[src/rtl/pc_branch_unit_pkg.sv]
// pc_branch_unit_pkg: shared FSM encodings, instruction-class indices and default vectors
package pc_branch_unit_pkg;
    typedef enum logic [1:0] {RUN = 2'd0, FLUSH1 = 2'd1, FLUSH2 = 2'd2} state_e;
    localparam int CLS_BRANCH = 0;
    localparam int CLS_JAL = 1;
    localparam int CLS_JALR = 2;
    localparam int CLS_W = 3;
    localparam logic [63:0] DEFAULT_RESET_PC = 64'h0;
    localparam logic [63:0] DEFAULT_TRAP_VECTOR = 64'h100;
endpackage

[src/rtl/pc_branch_unit_if.sv]
// pc_branch_unit_if: EX-stage control-flow inputs and fetch-side outputs
interface pc_branch_unit_if;
    logic ex_valid;
    logic ex_is_branch;
    logic ex_is_jal;
    logic ex_is_jalr;
    logic [63:0] ex_pc;
    logic [63:0] ex_imm;
    logic [63:0] alu_result;
    logic alu_zero;
    logic stall;
    logic [63:0] pc;
    logic flush;
    logic misalign;
    logic [31:0] taken_cnt;
    modport master (
        output ex_valid, ex_is_branch, ex_is_jal, ex_is_jalr, ex_pc, ex_imm, alu_result, alu_zero, stall,
        input pc, flush, misalign, taken_cnt
    );
    modport slave (
        input ex_valid, ex_is_branch, ex_is_jal, ex_is_jalr, ex_pc, ex_imm, alu_result, alu_zero, stall,
        output pc, flush, misalign, taken_cnt
    );
endinterface

[src/rtl/pc_branch_unit_next_pc_sel.sv]
// next_pc_sel: redirect target, alignment check and next-PC selection
module next_pc_sel
    import pc_branch_unit_pkg::*;
#(
    parameter logic [63:0] TRAP_VECTOR = DEFAULT_TRAP_VECTOR
) (
    input  logic [63:0] pc,
    input  logic [63:0] ex_pc,
    input  logic [63:0] ex_imm,
    input  logic [63:0] alu_result,
    input  logic        is_jalr,
    input  logic        redirect,
    input  logic        stall,
    output logic [63:0] next_pc,
    output logic        target_misaligned
);
    logic [63:0] target;
    always_comb begin
        target = is_jalr ? {alu_result[63:1], 1'b0} : ex_pc + ex_imm;
        target_misaligned = target[1:0] != 2'b00;
        next_pc = redirect ? (target_misaligned ? TRAP_VECTOR : target) : stall ? pc : pc + 64'd4;
    end
endmodule

[src/rtl/pc_branch_unit.sv]
// pc_branch_unit: not-taken fetch PC with EX redirect, two-cycle flush FSM, misalign flag and taken counter
module pc_branch_unit
    import pc_branch_unit_pkg::*;
#(
    parameter logic [63:0] RESET_PC = DEFAULT_RESET_PC,
    parameter logic [63:0] TRAP_VECTOR = DEFAULT_TRAP_VECTOR
) (
    input logic clk,
    input logic reset,
    pc_branch_unit_if.slave bus
);
    state_e state_q, state_d;
    logic [63:0] pc_q, pc_d, next_pc;
    logic flush_q, flush_d, misalign_q, misalign_d;
    logic [31:0] taken_cnt_q, taken_cnt_d;
    logic [CLS_W-1:0] cls;
    logic redirect, target_misaligned;
    // cls holds only the classes that actually redirect this cycle
    always_comb begin
        cls = '0;
        cls[CLS_BRANCH] = bus.ex_is_branch & bus.alu_zero;
        cls[CLS_JAL] = bus.ex_is_jal;
        cls[CLS_JALR] = bus.ex_is_jalr;
        redirect = bus.ex_valid && state_q == RUN && |cls;
    end
    next_pc_sel #(.TRAP_VECTOR(TRAP_VECTOR)) u_sel (
        .pc(pc_q),
        .ex_pc(bus.ex_pc),
        .ex_imm(bus.ex_imm),
        .alu_result(bus.alu_result),
        .is_jalr(cls[CLS_JALR]),
        .redirect(redirect),
        .stall(bus.stall),
        .next_pc(next_pc),
        .target_misaligned(target_misaligned)
    );
    always_comb begin
        state_d = redirect ? FLUSH1 : state_q == FLUSH1 ? FLUSH2 : RUN;
        flush_d = state_d != RUN;
        pc_d = next_pc;
        misalign_d = misalign_q | (redirect & target_misaligned);
        taken_cnt_d = taken_cnt_q + 32'(redirect);
    end
    always_ff @(posedge clk) begin
        if (reset) begin
            state_q <= RUN;
            pc_q <= RESET_PC;
            flush_q <= 1'b0;
            misalign_q <= 1'b0;
            taken_cnt_q <= '0;
        end else begin
            state_q <= state_d;
            pc_q <= pc_d;
            flush_q <= flush_d;
            misalign_q <= misalign_d;
            taken_cnt_q <= taken_cnt_d;
        end
    end
    assign bus.pc = pc_q;
    assign bus.flush = flush_q;
    assign bus.misalign = misalign_q;
    assign bus.taken_cnt = taken_cnt_q;
endmodule

[src/flat_wrapper.sv]
// flat-port wrapper written by rule: the top's interface ports become plain ports
module pc_branch_unit_flat import pc_branch_unit_pkg::*;
#(
    parameter logic [63:0] RESET_PC = DEFAULT_RESET_PC,
    parameter logic [63:0] TRAP_VECTOR = DEFAULT_TRAP_VECTOR
)
  (clk, reset, bus_ex_valid, bus_ex_is_branch, bus_ex_is_jal, bus_ex_is_jalr, bus_ex_pc, bus_ex_imm, bus_alu_result, bus_alu_zero, bus_stall, bus_pc, bus_flush, bus_misalign, bus_taken_cnt);
  pc_branch_unit_if bus_i ();
  input logic clk;
  input logic reset;
  input wire logic [$bits(bus_i.ex_valid)-1:0] bus_ex_valid;
  input wire logic [$bits(bus_i.ex_is_branch)-1:0] bus_ex_is_branch;
  input wire logic [$bits(bus_i.ex_is_jal)-1:0] bus_ex_is_jal;
  input wire logic [$bits(bus_i.ex_is_jalr)-1:0] bus_ex_is_jalr;
  input wire logic [$bits(bus_i.ex_pc)-1:0] bus_ex_pc;
  input wire logic [$bits(bus_i.ex_imm)-1:0] bus_ex_imm;
  input wire logic [$bits(bus_i.alu_result)-1:0] bus_alu_result;
  input wire logic [$bits(bus_i.alu_zero)-1:0] bus_alu_zero;
  input wire logic [$bits(bus_i.stall)-1:0] bus_stall;
  output wire logic [$bits(bus_i.pc)-1:0] bus_pc;
  output wire logic [$bits(bus_i.flush)-1:0] bus_flush;
  output wire logic [$bits(bus_i.misalign)-1:0] bus_misalign;
  output wire logic [$bits(bus_i.taken_cnt)-1:0] bus_taken_cnt;
  assign bus_i.ex_valid = bus_ex_valid;
  assign bus_i.ex_is_branch = bus_ex_is_branch;
  assign bus_i.ex_is_jal = bus_ex_is_jal;
  assign bus_i.ex_is_jalr = bus_ex_is_jalr;
  assign bus_i.ex_pc = bus_ex_pc;
  assign bus_i.ex_imm = bus_ex_imm;
  assign bus_i.alu_result = bus_alu_result;
  assign bus_i.alu_zero = bus_alu_zero;
  assign bus_i.stall = bus_stall;
  assign bus_pc = bus_i.pc;
  assign bus_flush = bus_i.flush;
  assign bus_misalign = bus_i.misalign;
  assign bus_taken_cnt = bus_i.taken_cnt;
  pc_branch_unit #(.RESET_PC(RESET_PC), .TRAP_VECTOR(TRAP_VECTOR)) u_core (.clk(clk), .reset(reset), .bus(bus_i));
endmodule
[config.mk]
export PLATFORM = sky130hd
export DESIGN_NAME = pc_branch_unit_flat
export DESIGN_NICKNAME = d
export VERILOG_FILES = /design/src/rtl/pc_branch_unit_pkg.sv /design/src/rtl/pc_branch_unit_if.sv /design/src/rtl/pc_branch_unit_next_pc_sel.sv /design/src/rtl/pc_branch_unit.sv /design/src/flat_wrapper.sv
export SDC_FILE = /design/constraint.sdc
export NUM_CORES = 1
export LEC_CHECK = 0
export BUFFER_PORTS_ARGS = -buffer_cell sky130_fd_sc_hd__buf_2
export CORE_ASPECT_RATIO = 0.9
export CORE_MARGIN = 2
export CORE_UTILIZATION = 50
export DETAILED_ROUTE_END_ITERATION = 10
export GPL_TIMING_DRIVEN = 0
export PLACE_DENSITY = 0.81
export RECOVER_POWER = 25
export REMOVE_ABC_BUFFERS = 1
export SYNTH_ARGS = -nofsm -noshare
export SYNTH_HDL_FRONTEND = slang
export SYNTH_SLANG_ARGS = --single-unit
[constraint.sdc]
create_clock -name clk -period 9.4 [get_ports clk]
set_clock_uncertainty 0.05 [all_clocks]
set_input_delay 2.82 -clock clk [delete_from_list [all_inputs] [get_ports clk]]
set_output_delay 2.82 -clock clk [all_outputs]
set_load 0.01 [all_outputs]
==> flow_summary.yaml <==
critical_path:
  r2r-start: "u_core.state_q[0]"
  worstPathArrival_ns: 7.29
  reg2reg_to: "u_core.bus.taken_cnt[30]"
  path_buf_inv: 3
  endpoint_kind: "flip-flop"
  cp_common_cell: "and3_1"
  critPathKind: "primary input to flip-flop"
  slowest_stage: "buf_2"
  path_cells: "buf_2 > a211o_1 > nand3_2 > buf_12 > inv_1 > ha_1 > ha_1 > and3_1 > and3_1 > and3_1 > nand2_1 > nor2_1 > nand2_1 > xor2_1 > nor2_1"
  reg2regPathDepth: 14
  cp_top_family: "buffers and inverters"
  start_kind: "primary input"
  reg2reg_slack_ns: 5.55
  required_ns: 9.59
  cp_max_fo: 73
  cpPeakStageDelay_ns: 0.98
clock_network:
  cts_resized: 0
  clk_latency_ns: 0.36
  cts_sinks: 100
  tritoncts: "built"
  cts-buffers-inserted: 9
  h-tree-depth: 3
  clockBufferDepth: 2
  postCtsHoldBufs: 0
  post_cts_buffers: 0
  path_clk_slew_ns: 0.07
  cts-root-buf: "clkbuf_16"
final_layout:
  area_delta_synth_final_pct: 19.95
  final_nets: 1844
  drive_gt1_frac: 0.1909
  nFillCells: 1783
  final-instance-count-excl-fill: 1829
  stdcell_area_um2: 11380
  multi_input_area_um2: 7121
  final-seq-area_um2: 2002
sta:
  period_share: 0.7545
  finalSetupTns_ns: 0
  setup_viol: 0
  max_slew_margin: -0.4655
  worstMarginPinSlew_ns: 2.198
  slew_viol_final: 42
  hold_viol: 0
  rsz0062_at_grt: "no"
  fmax_mhz: 141.0
  period_minus_slack_ns: 7.092
synthesis:
  seq_area_frac_synth: 0.2110
  synth_edf_count: 0
  synth.area.top_cells: "dfxtp_1, ha_1, a21oi_1, nor2_1, nand2_1"
  synth_cell_types: 81
  ys_ff_latch: 100
  synth_top_area_cell: "dfxtp_1"
  synthCells: 1333
  synth_commonest_cells: "nor2_1, nand2_1, a21oi_1"
  syn_area_um2: 9488
  syn_avg_cell_area_um2: 7.118
  ys.warnings.count: 0
  synth.most_common_cell: "nor2_1"
  ys_async_sr_fraction: 0
  synth_top_area_share: 0.2110
  synth-main-ff-cell: "dfxtp_1"
global_routing:
  grt_pass1_vias: 10130
  antenna_found_initial: 2
  grt_max_degree: 74
  grtUsageTotal: 0.3167
  overflow: 0
  grt_pass1_wl_um: 51520
drt:
  wire_per_inst_um: 18.24
  vias_per_cell: 6.178
  num_vias: 11300
  dr.pass1.iters: 5
  totalWireLength_um: 33370
  drt_iter0_drc: 1063
  drc_errors: 0
  ant_nets: 0
power:
  p_per_area_nw_per_um2: 113.6
  leakage_nw: 4.925
  ir_worst_vdd_mv: 0.08380
floorplanning:
  floorplan.rows: 47
  die_x_um: 149.2
  core_um2: 18520
  initial_core_util: 0.5122
  io_pins: 298
  die_h_um: 134.7
  dieArea_um2: 20100
outcome:
  violations: "capacitance limit, slew limit"
  status: "complete, but fails checks"
worst_hold_path:
  worstHoldStart: "u_core.state_q[1]"
  hold_end: "u_core.state_q[1]"
  worstHoldPathCells: 1
  hp-class: "flip-flop to flip-flop"
placement:
  io_buffers: 296
  dpl-instance-area_um2: 11160
  dp.cells: 1811
  hpwl_um: 25980
  gp_congestion: 0.9816
flow_run:
  max_cap_viol_count: 1
[metal layers]
layer,global-route usage,vias up,wire [um]
li1,-,5406,-
met1,0.4202,5188,14240
met2,0.5120,624,14740
met3,0.06554,82,3182
met4,0.1101,0,1198
met5,0,-,0
[layout by cell type (no fill, tap or decap), drive strengths merged, types with 26 or more instances in the layout]
cell      n
buf     254
nor2    149
nand2   143
a21oi   135
dfxtp   100
o21ai    96
ha       66
clkbuf   59
nor3     53
xnor2    52
nand3    48
xor2     44
a21o     36
nand4    34
inv      32
a31oi    26
[cell type report]
| type | instances | area share |
|---|---|---|
| multi-input cells | 1135 | 0.6257 |
| flip-flops and latches | 100 | 0.1759 |
| inverters | 28 | 0.009235 |
| clock buffers | 10 | 0.02012 |
| clock inverters | 6 | 0.004617 |
| well taps | 245 | 0.02693 |
| repair buffers | 303 | 0.1371 |
| diodes | 2 | 0.0004398 |
[stage by stage]
stage                     hold slack, ns    util  power, mW  worst slack, ns
after global placement            0.3632  0.5940     0.9168           -1.048
after detailed placement          0.3750  0.6024     0.9293            2.035
after CTS                         0.3851  0.6176      1.290            2.380
after floorplan                   0.3534       -     0.7603            2.770
final                             0.3817  0.6144      1.293            2.308
after global routing              0.4209  0.6144      1.356            2.041
[cell families (layout without fill, tap and decap cells)]
logic type	Yosys count	after routing	synth area share
AO/OA/AOI/OAI	441	441	0.3049
buffers and inverters	98	347	0.03983
flip-flops	100	100	0.2110
XOR/XNOR	96	96	0.08862
AND/OR/NAND/NOR	527	527	0.2622
multiplexers	4	4	0.004352
adder cells (fa/ha/maj)	67	67	0.08915
other	0	2	0
[power breakdown]
part / switching (mW) / internal (mW)
Combinational: 0.284 / 0.193
Clock: 0.179 / 0.185
Sequential: 0.0162 / 0.436
Total: 0.480 / 0.814
[flip-flops by register name, summed over array words and instances (netlist names)]
register / flops
u_core.bus.pc: 64
u_core.bus.taken_cnt: 32
u_core.bus.misalign: 1
u_core.state_q: 2
u_core.bus.flush: 1
[worst max-delay path by stage]
stage	endpoint	startpoint	depth (start not counted)
floorplan	u_core.bus.pc[63]	bus_ex_is_branch	8
global placement	u_core.bus.pc[43]	bus_ex_is_jalr	10
detailed placement	u_core.bus.taken_cnt[30]	bus_ex_is_jalr	15
CTS	u_core.bus.taken_cnt[30]	bus_ex_is_jalr	15
global route	u_core.bus.taken_cnt[30]	bus_ex_is_jalr	15
finish	u_core.bus.taken_cnt[30]	bus_ex_is_jalr	15
Note: power is estimated with default switching activity, not from simulation.
